==> src/rtl/sysid_timeout_counter.sv <==
// rtl/sysid_timeout_counter.sv - per-attempt cycle counter with terminal-count flag
// Ports:
//   i_clock     system clock
//   i_reset_n   synchronous active-low reset
//   i_clear     restart the count (entry to a request state)
//   i_enable    count this cycle (attempt in progress)
//   o_terminal  this is the last cycle of the attempt window
module sysid_timeout_counter #(
  parameter int TIMEOUT_CYCLES = 255
) (
  input  logic i_clock,
  input  logic i_reset_n,
  input  logic i_clear,
  input  logic i_enable,
  output logic o_terminal
);

  // Count starts at 0 in the first cycle of an attempt, so the attempt
  // lasts exactly TIMEOUT_CYCLES cycles.
  localparam logic [15:0] LP_LAST = 16'(TIMEOUT_CYCLES - 1);

  logic [15:0] r_count;

  always_ff @(posedge i_clock) begin
    if (!i_reset_n) begin
      r_count <= '0;
    end else if (i_clear) begin
      r_count <= '0;
    end else if (i_enable) begin
      r_count <= r_count + 16'd1;
    end
  end

  assign o_terminal = i_enable && (r_count == LP_LAST);

endmodule

==> config.mk <==
export PLATFORM = sky130hd
export DESIGN_NAME = sysid_timeout_counter
export DESIGN_NICKNAME = d
export VERILOG_FILES = /design/src/rtl/sysid_timeout_counter.sv
export SDC_FILE = /design/constraint.sdc
export NUM_CORES = 1
export LEC_CHECK = 0
export BUFFER_PORTS_ARGS = -buffer_cell sky130_fd_sc_hd__buf_4
export CAP_MARGIN = 10
export CORE_MARGIN = 10
export CORE_UTILIZATION = 40
export DETAILED_ROUTE_END_ITERATION = 7
export SYNTH_ARGS = -nofsm -noshare
export SYNTH_HDL_FRONTEND = slang
export SYNTH_SLANG_ARGS = --single-unit
==> constraint.sdc <==
create_clock -name i_clock -period 2.3 [get_ports i_clock]
set_clock_uncertainty 0.1 [all_clocks]
set_input_delay 0.46 -clock i_clock [delete_from_list [all_inputs] [get_ports i_clock]]
set_output_delay 0.46 -clock i_clock [all_outputs]
set_load 0.01 [all_outputs]
==> key figures, run 1 <==
Worst hold path
  • Worst min-delay path startpoint: i_enable
  • Worst Hold Class: input pin to flip-flop
  • Hold Crit Depth: 2
  • Worst Hold End: r_count[1]

Finish
  • Largest reg by FF count: r_count
  • Nets: 99
  • Non-Filler Instances: 116
  • Area Overhead vs Synth: 9.12%
  • Post-route cell area: 823 um2
  • Share of cells above drive strength 1: 0.121
  • Fill cells: 191
  • Number of flip-flops in the largest register: 16
  • Util after Layout: 0.467
  • Top Registers: r_count (16)
  • # diodes: 0

GRT
  • Antenna violations before repair: 0
  • Global Route Usage Sum: 0.0735
  • Total gr overflow: 0
  • First-pass GRT wire length: around 2.4 mm
  • Vias in the first global route: 570
  • Largest net degree at the start of global routing: 17

Timing
  • Worst Hold Slack: 0.319 ns
  • Setup TNS: 0 ns
  • Count of pins over their slew limit: 0
  • Worst Tran Pin Value: 0.611 ns
  • Slew HR: 0.593
  • Final setup margin: 0.230 ns
  • Setup Viol. Count Final: 0
  • Fmax: 0.483 GHz
  • Fin. Hold Viols: 0
  • RSZ-0062 raised after global routing: false
  • Crit path time final: 2.07 ns
  • Crit share post-route: 0.900

CTS
  • Post-CTS sizing: 0
  • Number of setup buffers added after CTS: 0
  • CTS clk-pin slew, worst paths: 0.09 ns
  • TritonCTS Buffers: 3
  • H-tree Lvls: 1
  • Root Buffer: clkbuf_4
  • Total clock sinks: 16
  • Clock buffer depth: 2
  • Clk_lat worst skew: 0.28 ns
  • Post-CTS Hold Buffers: 0
  • TritonCTS clock tree: yes

Synth
  • Sequential area share after synthesis: 0.425
  • EDFF count, synth: 0
  • Seq cells post-synth: 16
  • Top cells by area, synth: dfxtp_1 42%, xnor2_1 7.0%, nor2_1 6.5%
  • Synth top cells by count: 16 x dfxtp_1, 13 x nor2_1, 6 x nand4_1, 6 x xnor2_1
  • Share of Yosys cell area claimed by the top area cell type: 0.425
  • Most frequent cell after synthesis: dfxtp_1
  • Cells after Synth: 87
  • Syn nets: 93
  • Avg Synthesized Cell Area: 8.67 um2
  • Netlist cell types: 23
  • Synth area leader: dfxtp_1
  • Top FF cell, synth: dfxtp_1
  • Synth warnings: 0
  • Mapped Area: 754 um2
  • Asr flop ratio synth: 0

Placed design
  • Dpl hpwl: 981 um
  • Placed inst area: 801 um2
  • GPL Wtd Cong: just under 0.8
  • Post-placement cell count: 113
  • Setup Slack @ Placement: 0.336 ns
  • I/O Buffers: 4

Setup path
  • R2R Path End: r_count[15]
  • CP Data Arrival Time: roughly 1.5 ns
  • R2R Setup Slk: 0.41 ns
  • Crit path max fanout: 8
  • CP startpoint kind: flip-flop
  • Crit Path Class: flip-flop to primary output
  • Req. time, crit path: 1.74 ns
  • Worst Reg-to-Reg Cells: 4
  • Worst R2R Start: r_count[4]
  • Crit end category: primary output

Routing
  • Routed Antenna Nets: 0
  • Post-DR vias/cell: 5.17
  • Drt drc: 0
  • DR iter-0 viols: 15
  • WL per Instance: 11.3 um
  • Drt pass-1 iters: 4
  • Total vias in the final route: 600
  • Routed WL: 1.31 mm

Pwr
  • PD cells: 532 nW/um2
  • Pwr Total: between 0.4 and 0.5 mW
  • Worst VDD drop: 0.342 mV
  • Pleak: 0.260 nW

Run
  • Max cap viols: 0

Run status
  • Status: completed

Floorplan
  • CORE AREA: 1760 um2
  • Die Span X: 63.4 um
  • Die height: 63.4 um
  • Initial Util: 0.428
  • Die area: approximately 4000 um2
  • Rows: 15
  • Top-Level Pins: 5
-- kinds of logic (layout without fill, tap and decap cells) --
family / Yosys count / after routing / synth area share
adder cells (fa/ha/maj): 2 / 2 / 0.0332
XOR/XNOR: 11 / 11 / 0.128
buffers and inverters: 7 / 11 / 0.0398
flip-flops: 16 / 16 / 0.425
AND/OR/NAND/NOR: 42 / 42 / 0.312
AO/OA/AOI/OAI: 9 / 9 / 0.0630
-- worst max-delay path: stages, from the launching register on --
cell	delay, ns
dfxtp_1	0.46
nand4_4	0.17
nor2_1	0.14
nand4_1	0.11
nor4_1	0.19
buf_4	0.17
-- routing by layer --
metal	vias to the layer above	share of wire	global-route usage	wire [um]
met1	281	0.50	0.0859	659
met5	-	0	0	0
met2	8	0.46	0.108	599
li1	311	-	-	-
met4	0	0	0.0328	0
met3	0	0.040	0.0389	53
-- area by class of cell --
type                    count  area (um2)  share of cell area
clock buffers               3        22.5              0.0274
inverters                   4        15.0              0.0182
multi-input cells          64         404               0.491
flip-flops and latches     16         320               0.389
well taps                  25        31.3              0.0380
repair buffers              4        30.0              0.0365
-- cell usage in the layout (no fill, tap or decap) --
cell type,synthesis,final
dfxtp_1,16,16
nor2_1,13,13
nand4_1,6,6
xnor2_1,6,6
nor4_1,5,5
xor2_1,5,5
inv_1,4,4
nand2_1,4,4
o21ai_0,4,4
a21oi_1,4,4
buf_4,1,4
nand3_1,3,3
or3_1,3,3
clkbuf_4,0,3
nor3_1,2,2
ha_1,2,2
nand4_4,1,1
nand2b_1,1,1
a211oi_1,1,1
or4_4,1,1
or3_2,1,1
and3_1,1,1
or2_2,1,1
-- where the power goes --
group | internal (mW) | total [mW] | switching (mW)
logic | 0.00671 | 0.0154 | 0.00872
registers | 0.278 | 0.281 | 0.00263
clock network | 0.0607 | 0.141 | 0.0804
total | 0.346 | 0.438 | 0.0918
-- worst max-delay path by stage --
stage / start / end / slack (ns) / cells after the start
floorplan: i_enable / r_count[15] / 0.43 / 5
global placement: i_enable / r_count[15] / 0.38 / 5
detailed placement: i_enable / r_count[15] / 0.34 / 5
CTS: r_count[4] / o_terminal / 0.20 / 5
global route: r_count[4] / o_terminal / 0.05 / 5
finish: r_count[4] / o_terminal / 0.23 / 5
Power figures use the tool's default switching activity.
==> inputs of run 2 (changes only) <==
- PLACE_DENSITY: unset -> 0.58
==> run 2 against run 1 <==
Worst setup slack worse by 0.016 ns. Largest cell class unchanged. Fmax is 0.76% lower. Highest routed layer is now met4. Clock-buffer cell count is 1 higher. Hold slack worse by 0.017 ns. Via count is 2.3% lower. Critical path type unchanged. First-iteration DRC count is 67% higher. Final cell count is 0.86% higher.
==> key figures, run 2 (synthesis results as in run 1) <==
CTS
  • Clock buffer depth: 2 (unchanged)
  • Root Buffer: clkbuf_4
  • Post-CTS sizing: 0 (unchanged)
  • Clk_lat worst skew: 0.29 ns (about the same)
  • H-tree Lvls: 1 (unchanged)
  • TritonCTS clock tree: yes
  • CTS clk-pin slew, worst paths: 0.10 ns (about the same)
  • Total clock sinks: 16 (unchanged)
  • Post-CTS Hold Buffers: 0 (unchanged)
  • Number of setup buffers added after CTS: 0 (unchanged)
  • TritonCTS Buffers: 3 (unchanged)

GRT
  • Vias in the first global route: 582 (+2.1%)
  • Total gr overflow: 0 (unchanged)
  • Global Route Usage Sum: 0.0724 (-0.00110)
  • Largest net degree at the start of global routing: 17 (unchanged)
  • First-pass GRT wire length: 2.46 mm (+1.2%)
  • Antenna violations before repair: 0 (unchanged)

Setup path
  • CP Data Arrival Time: 1.53 ns (+0.02 ns)
  • R2R Setup Slk: 0.42 ns (about the same)
  • CP startpoint kind: flip-flop
  • Crit end category: primary output
  • Req. time, crit path: 1.74 ns (about the same)
  • Crit Path Class: flip-flop to primary output
  • Crit path max fanout: 8 (unchanged)

Finish
  • Commonest non-fill, non-tap cell in the layout: dfxtp_1
  • Share of cells above drive strength 1: 0.130 (+0.00956)
  • Nets: 99 (unchanged)
  • Fill cells: 194 (+1.6%)
  • Area Overhead vs Synth: 10.9%
  • Util after Layout: 0.474 (+0.00780)
  • Area of the multi-input gates: 404 um2 (unchanged)
  • Most frequent cells in the layout: 16 x dfxtp_1, 13 x nor2_1, 6 x nand4_1, 6 x xnor2_1
  • # diodes: 0 (unchanged)
  • Register area: 320 um2 (unchanged)
  • Largest reg by FF count: r_count
  • Top Registers: r_count (16)
  • Number of flip-flops in the largest register: 16 (unchanged)

Floorplan
  • Die area: 4020 um2 (unchanged)
  • Initial Util: 0.428 (unchanged)
  • CORE AREA: 1760 um2 (unchanged)
  • Die Span X: 63.4 um (unchanged)
  • Top-Level Pins: 5 (unchanged)
  • Die height: 63.4 um (unchanged)
  • Rows: 15 (unchanged)

Timing
  • Slew HR: 0.611 (+0.0180)
  • Count of pins over their slew limit: 0 (unchanged)
  • Crit share post-route: 0.907 (+0.00685)
  • Setup Viol. Count Final: 0 (unchanged)
  • Crit path time final: 2.09 ns (+0.0158 ns)
  • Worst Hold Slack: 0.302 ns (-0.0170 ns)
  • Setup TNS: 0 ns (unchanged)
  • Fmax: 0.479 GHz (-0.76%)
  • RSZ-0062 raised after global routing: false
  • Fin. Hold Viols: 0 (unchanged)
  • Worst Tran Pin Value: 0.583 ns (-0.0270 ns)

Routing
  • Drt drc: 0 (unchanged)
  • Total vias in the final route: 586 (-2.3%)
  • Routed Antenna Nets: 0 (unchanged)
  • Drt pass-1 iters: 4 (unchanged)
  • DR iter-0 viols: 25 (+10)
  • Post-DR vias/cell: 5.01 (-3.2%)
  • Routed WL: 1.31 mm (-0.53%)
  • WL per Instance: 11.2 um (-1.4%)

Worst hold path
  • Worst Hold Class: input pin to flip-flop

Run
  • Max cap viols: 0 (unchanged)

Run status
  • Status: completed

Placed design
  • GPL Wtd Cong: 0.743 (-5.3%)
  • Dpl hpwl: 934 um (-4.8%)
  • I/O Buffers: 4 (unchanged)

Pwr
  • Worst VDD drop: 0.341 mV (-0.45%)
  • Pleak: 0.267 nW (+2.8%)
  • PD cells: 575 nW/um2 (+8.2%)
run 2: metal layers:
metal  wire [um]  GRT usage
met5           0          0
met4           7     0.0164
met3          71     0.0459
met2         545      0.109
met1         681     0.0838
run 2: area by class of cell:
class                      count  area share
multi-input combinational     64       0.483
inverter                       4      0.0179
sequential                    16       0.383
timing repair buffer           4      0.0359
tap                           25      0.0374
clock buffer                   4      0.0433
run 2: path summary, 6_finish.rpt:
check	from	depth (start not counted)	end
min reg2reg	r_count[15]	2	r_count[15]
min	i_enable	2	r_count[1]
max reg2reg	r_count[4]	4	r_count[15]
max	r_count[4]	5	o_terminal
run 2: where the power goes:
part	leakage, nW	internal (mW)	switching, mW
Combinational	0.117	0.00668	0.00844
Sequential	0.129	0.278	0.00286
Clock	0.0210	0.0964	0.0884
Total	0.267	0.382	0.0997
run 2: worst max-delay path, cell delays in order (launching register included):
cell and delay, ns:
dfxtp_1 0.46, nand4_4 0.16, nor2_1 0.14, nand4_1 0.10, nor4_1 0.21, buf_4 0.18
run 2: through the flow:
step | power, mW | cells | worst slack, ns | instance area (um2)
finish | 0.481 | 117 | 0.214 | 837
global route | 0.502 | 117 | 0.0640 | 837
CTS | 0.491 | 117 | 0.201 | 837
detailed placement | 0.303 | 113 | 0.325 | 801
global placement | 0.303 | 113 | 0.359 | 801
floorplan | 0.298 | 87 | 0.427 | 754
==> inputs of run 3 (changes only) <==
- MAX_ROUTING_LAYER: unset -> met4
- REMOVE_ABC_BUFFERS: unset -> 1
==> run 3 against run 2 <==
Non-clock buffer count unchanged. Critical path depth unchanged. Via count up 3.1%. Critical path type unchanged. Global-route usage increased by 0.23 points. Routed wire length up 5.7%. Power up 0.53%. Largest cell class unchanged. Hold slack gained 0.012 ns. Sequential power about the same. Sequential share of layout area unchanged. Register-to-register slack about the same. Clock-buffer cell count stayed put. Core utilization unchanged.
==> key figures, run 3 (synthesis results as in run 1) <==
Timing
  • Fmax: 0.469 GHz (-2.1%)
  • Fin. Hold Viols: 0 (unchanged)
  • Slew HR: 0.598 (-0.0134)
  • Setup TNS: 0 ns (unchanged)
  • Setup Viol. Count Final: 0 (unchanged)
  • Crit share post-route: 0.926 (+0.0196)
  • Final setup margin: 0.169 ns (-0.0451 ns)
  • Worst Tran Pin Value: 0.604 ns (+0.0201 ns)
  • Worst Hold Slack: 0.314 ns (+0.0117 ns)
  • Crit path time final: 2.13 ns (+0.0451 ns)
  • Count of pins over their slew limit: 0 (unchanged)
  • RSZ-0062 raised after global routing: false

Setup path
  • Crit Path Class: flip-flop to primary output
  • CP startpoint kind: flip-flop
  • CP top delay family: simple AND/OR/NAND/NOR gates
  • Crit path max fanout: 8 (unchanged)
  • Slowest stage delay, CP: 0.47 ns (about the same)
  • CP Data Arrival Time: 1.57 ns (+0.04 ns)
  • Req. time, crit path: 1.74 ns (about the same)
  • Crit path depth: 5 (unchanged)
  • Worst R2R Start: r_count[4]
  • R2R Setup Slk: 0.42 ns (about the same)
  • CP Cell Sequence: nand4_4, nor2_1, nand4_1, nor4_1, buf_4
  • CP max stage cell: dfxtp_1
  • CP bufs+invs: 1 (unchanged)
  • R2R Path End: r_count[15]
  • Crit end category: primary output
  • Worst Reg-to-Reg Cells: 4 (unchanged)
  • CP endpoint: o_terminal
  • Worst Setup SP: r_count[4]

Pwr
  • Sw Pwr: 0.102 mW (+2.4%)
  • Switching share of power: 0.211 (+0.00395)
  • Flop pwr share: 0.581 (-0.004)
  • Worst VDD drop: 0.307 mV (-10%)
  • PD cells: 578 nW/um2 (+0.53%)
  • Pleak: 0.267 nW (unchanged)
  • Clock network power share: 0.387 (+0.003)
  • Comb pwr share: 0.032 (about the same)
  • Int Power: 0.382 mW (about the same)

Finish
  • Fill cells: 185 (-4.6%)
  • Most frequent cells in the layout: 16 x dfxtp_1, 13 x nor2_1, 6 x nand4_1, 6 x xnor2_1
  • Util after Layout: 0.474 (unchanged)
  • Area Overhead vs Synth: 10.9% (unchanged)
  • Commonest non-fill, non-tap cell in the layout: dfxtp_1
  • Largest reg by FF count: r_count
  • Top Registers: r_count (16)
  • # diodes: 0 (unchanged)
  • Share of cells above drive strength 1: 0.130 (unchanged)
  • Non-Filler Instances: 117 (unchanged)
  • Nets: 99 (unchanged)
  • Number of flip-flops in the largest register: 16 (unchanged)

Routing
  • Post-DR vias/cell: 5.16 (+3.1%)
  • WL per Instance: 11.8 um (+5.7%)
  • Routed WL: 1.38 mm (+5.7%)
  • Routed Antenna Nets: 0 (unchanged)
  • Drt pass-1 iters: 4 (unchanged)
  • DR iter-0 viols: 14 (-44%)
  • Drt drc: 0 (unchanged)
  • Total vias in the final route: 604 (+3.1%)

GRT
  • Routing usage on met2: 0.109 (unchanged)
  • Total gr overflow: 0 (unchanged)
  • Grt met1 use: 0.0838 (unchanged)
  • Global Route Usage Sum: 0.0747 (+0.00228)
  • Vias in the first global route: 582 (unchanged)
  • First-pass GRT wire length: 2.40 mm (-2.2%)
  • Global routing's busiest layer: met2
  • Antenna violations before repair: 0 (unchanged)
  • Met3 Resource Use GR: 0.0371 (-0.00883)
  • Largest net degree at the start of global routing: 17 (unchanged)

Run status
  • Status: completed

CTS
  • TritonCTS Buffers: 3 (unchanged)
  • TritonCTS clock tree: yes
  • H-tree Lvls: 1 (unchanged)
  • Post-CTS sizing: 0 (unchanged)
  • CTS clk-pin slew, worst paths: 0.08 ns (-0.02 ns)
  • Total clock sinks: 16 (unchanged)
  • Post-CTS Hold Buffers: 0 (unchanged)
  • Root Buffer: clkbuf_4
  • Clk_lat worst skew: 0.29 ns (about the same)
  • Clock buffer depth: 2 (unchanged)
  • Number of setup buffers added after CTS: 0 (unchanged)

Floorplan
  • Rows: 15 (unchanged)
  • Die area: 4020 um2 (unchanged)
  • Die Span X: 63.4 um (unchanged)
  • Initial Util: 0.428 (unchanged)
  • Top-Level Pins: 5 (unchanged)
  • CORE AREA: 1760 um2 (unchanged)
  • Die height: 63.4 um (unchanged)

Placed design
  • Post-placement cell count: 113 (unchanged)
  • I/O Buffers: 4 (unchanged)
  • Dpl hpwl: 978 um (+4.7%)
  • Setup Slack @ Placement: 0.345 ns (+0.0202 ns)
  • GPL Wtd Cong: 0.798 (+7.3%)

Worst hold path
  • Worst Hold Class: input pin to flip-flop

Run
  • Max cap viols: 0 (unchanged)
-- run 3: cell counts in the layout (fill, tap and decap cells not counted) --
No cell type changed its count.
-- run 3: layer usage --
metal,vias up,routed length [um]
li1,314,-
met1,276,682
met2,10,632
met3,4,46
met4,0,19
met5,-,0
-- run 3: power groups by stage --
stage	clock, mW	combinational, mW	sequential (mW)
2_1_floorplan	0	0.00779	0.287
3_3_place_gp	0	0.0154	0.288
3_5_place_dp	0	0.0154	0.288
4_1_cts	0.195	0.0155	0.281
5_1_grt	0.206	0.0172	0.282
6_report	0.187	0.0154	0.281
-- run 3: how the worst min path moves through the flow --
stage / start / end / cells after the start
2_1_floorplan: r_count[15] / r_count[15] / 2
3_3_place_gp: r_count[15] / r_count[15] / 2
3_5_place_dp: r_count[15] / r_count[15] / 2
4_1_cts: i_enable / r_count[1] / 2
5_1_grt: i_enable / r_count[1] / 2
6_report: i_enable / r_count[1] / 2
-- run 3: area by class of cell --
class,count,area [um2],area share
multi-input cells,64,404,0.483
flip-flops and latches,16,320,0.383
clock buffers,4,36.3,0.0433
well taps,25,31.3,0.0374
repair buffers,4,30.0,0.0359
inverters,4,15.0,0.0179
-- run 3: per-stage QoR --
step                cell area [um2]  power, mW
global route                    837      0.504
floorplan                       739      0.295
detailed placement              801      0.303
CTS                             837      0.492
global placement                801      0.303
finish                          837      0.484
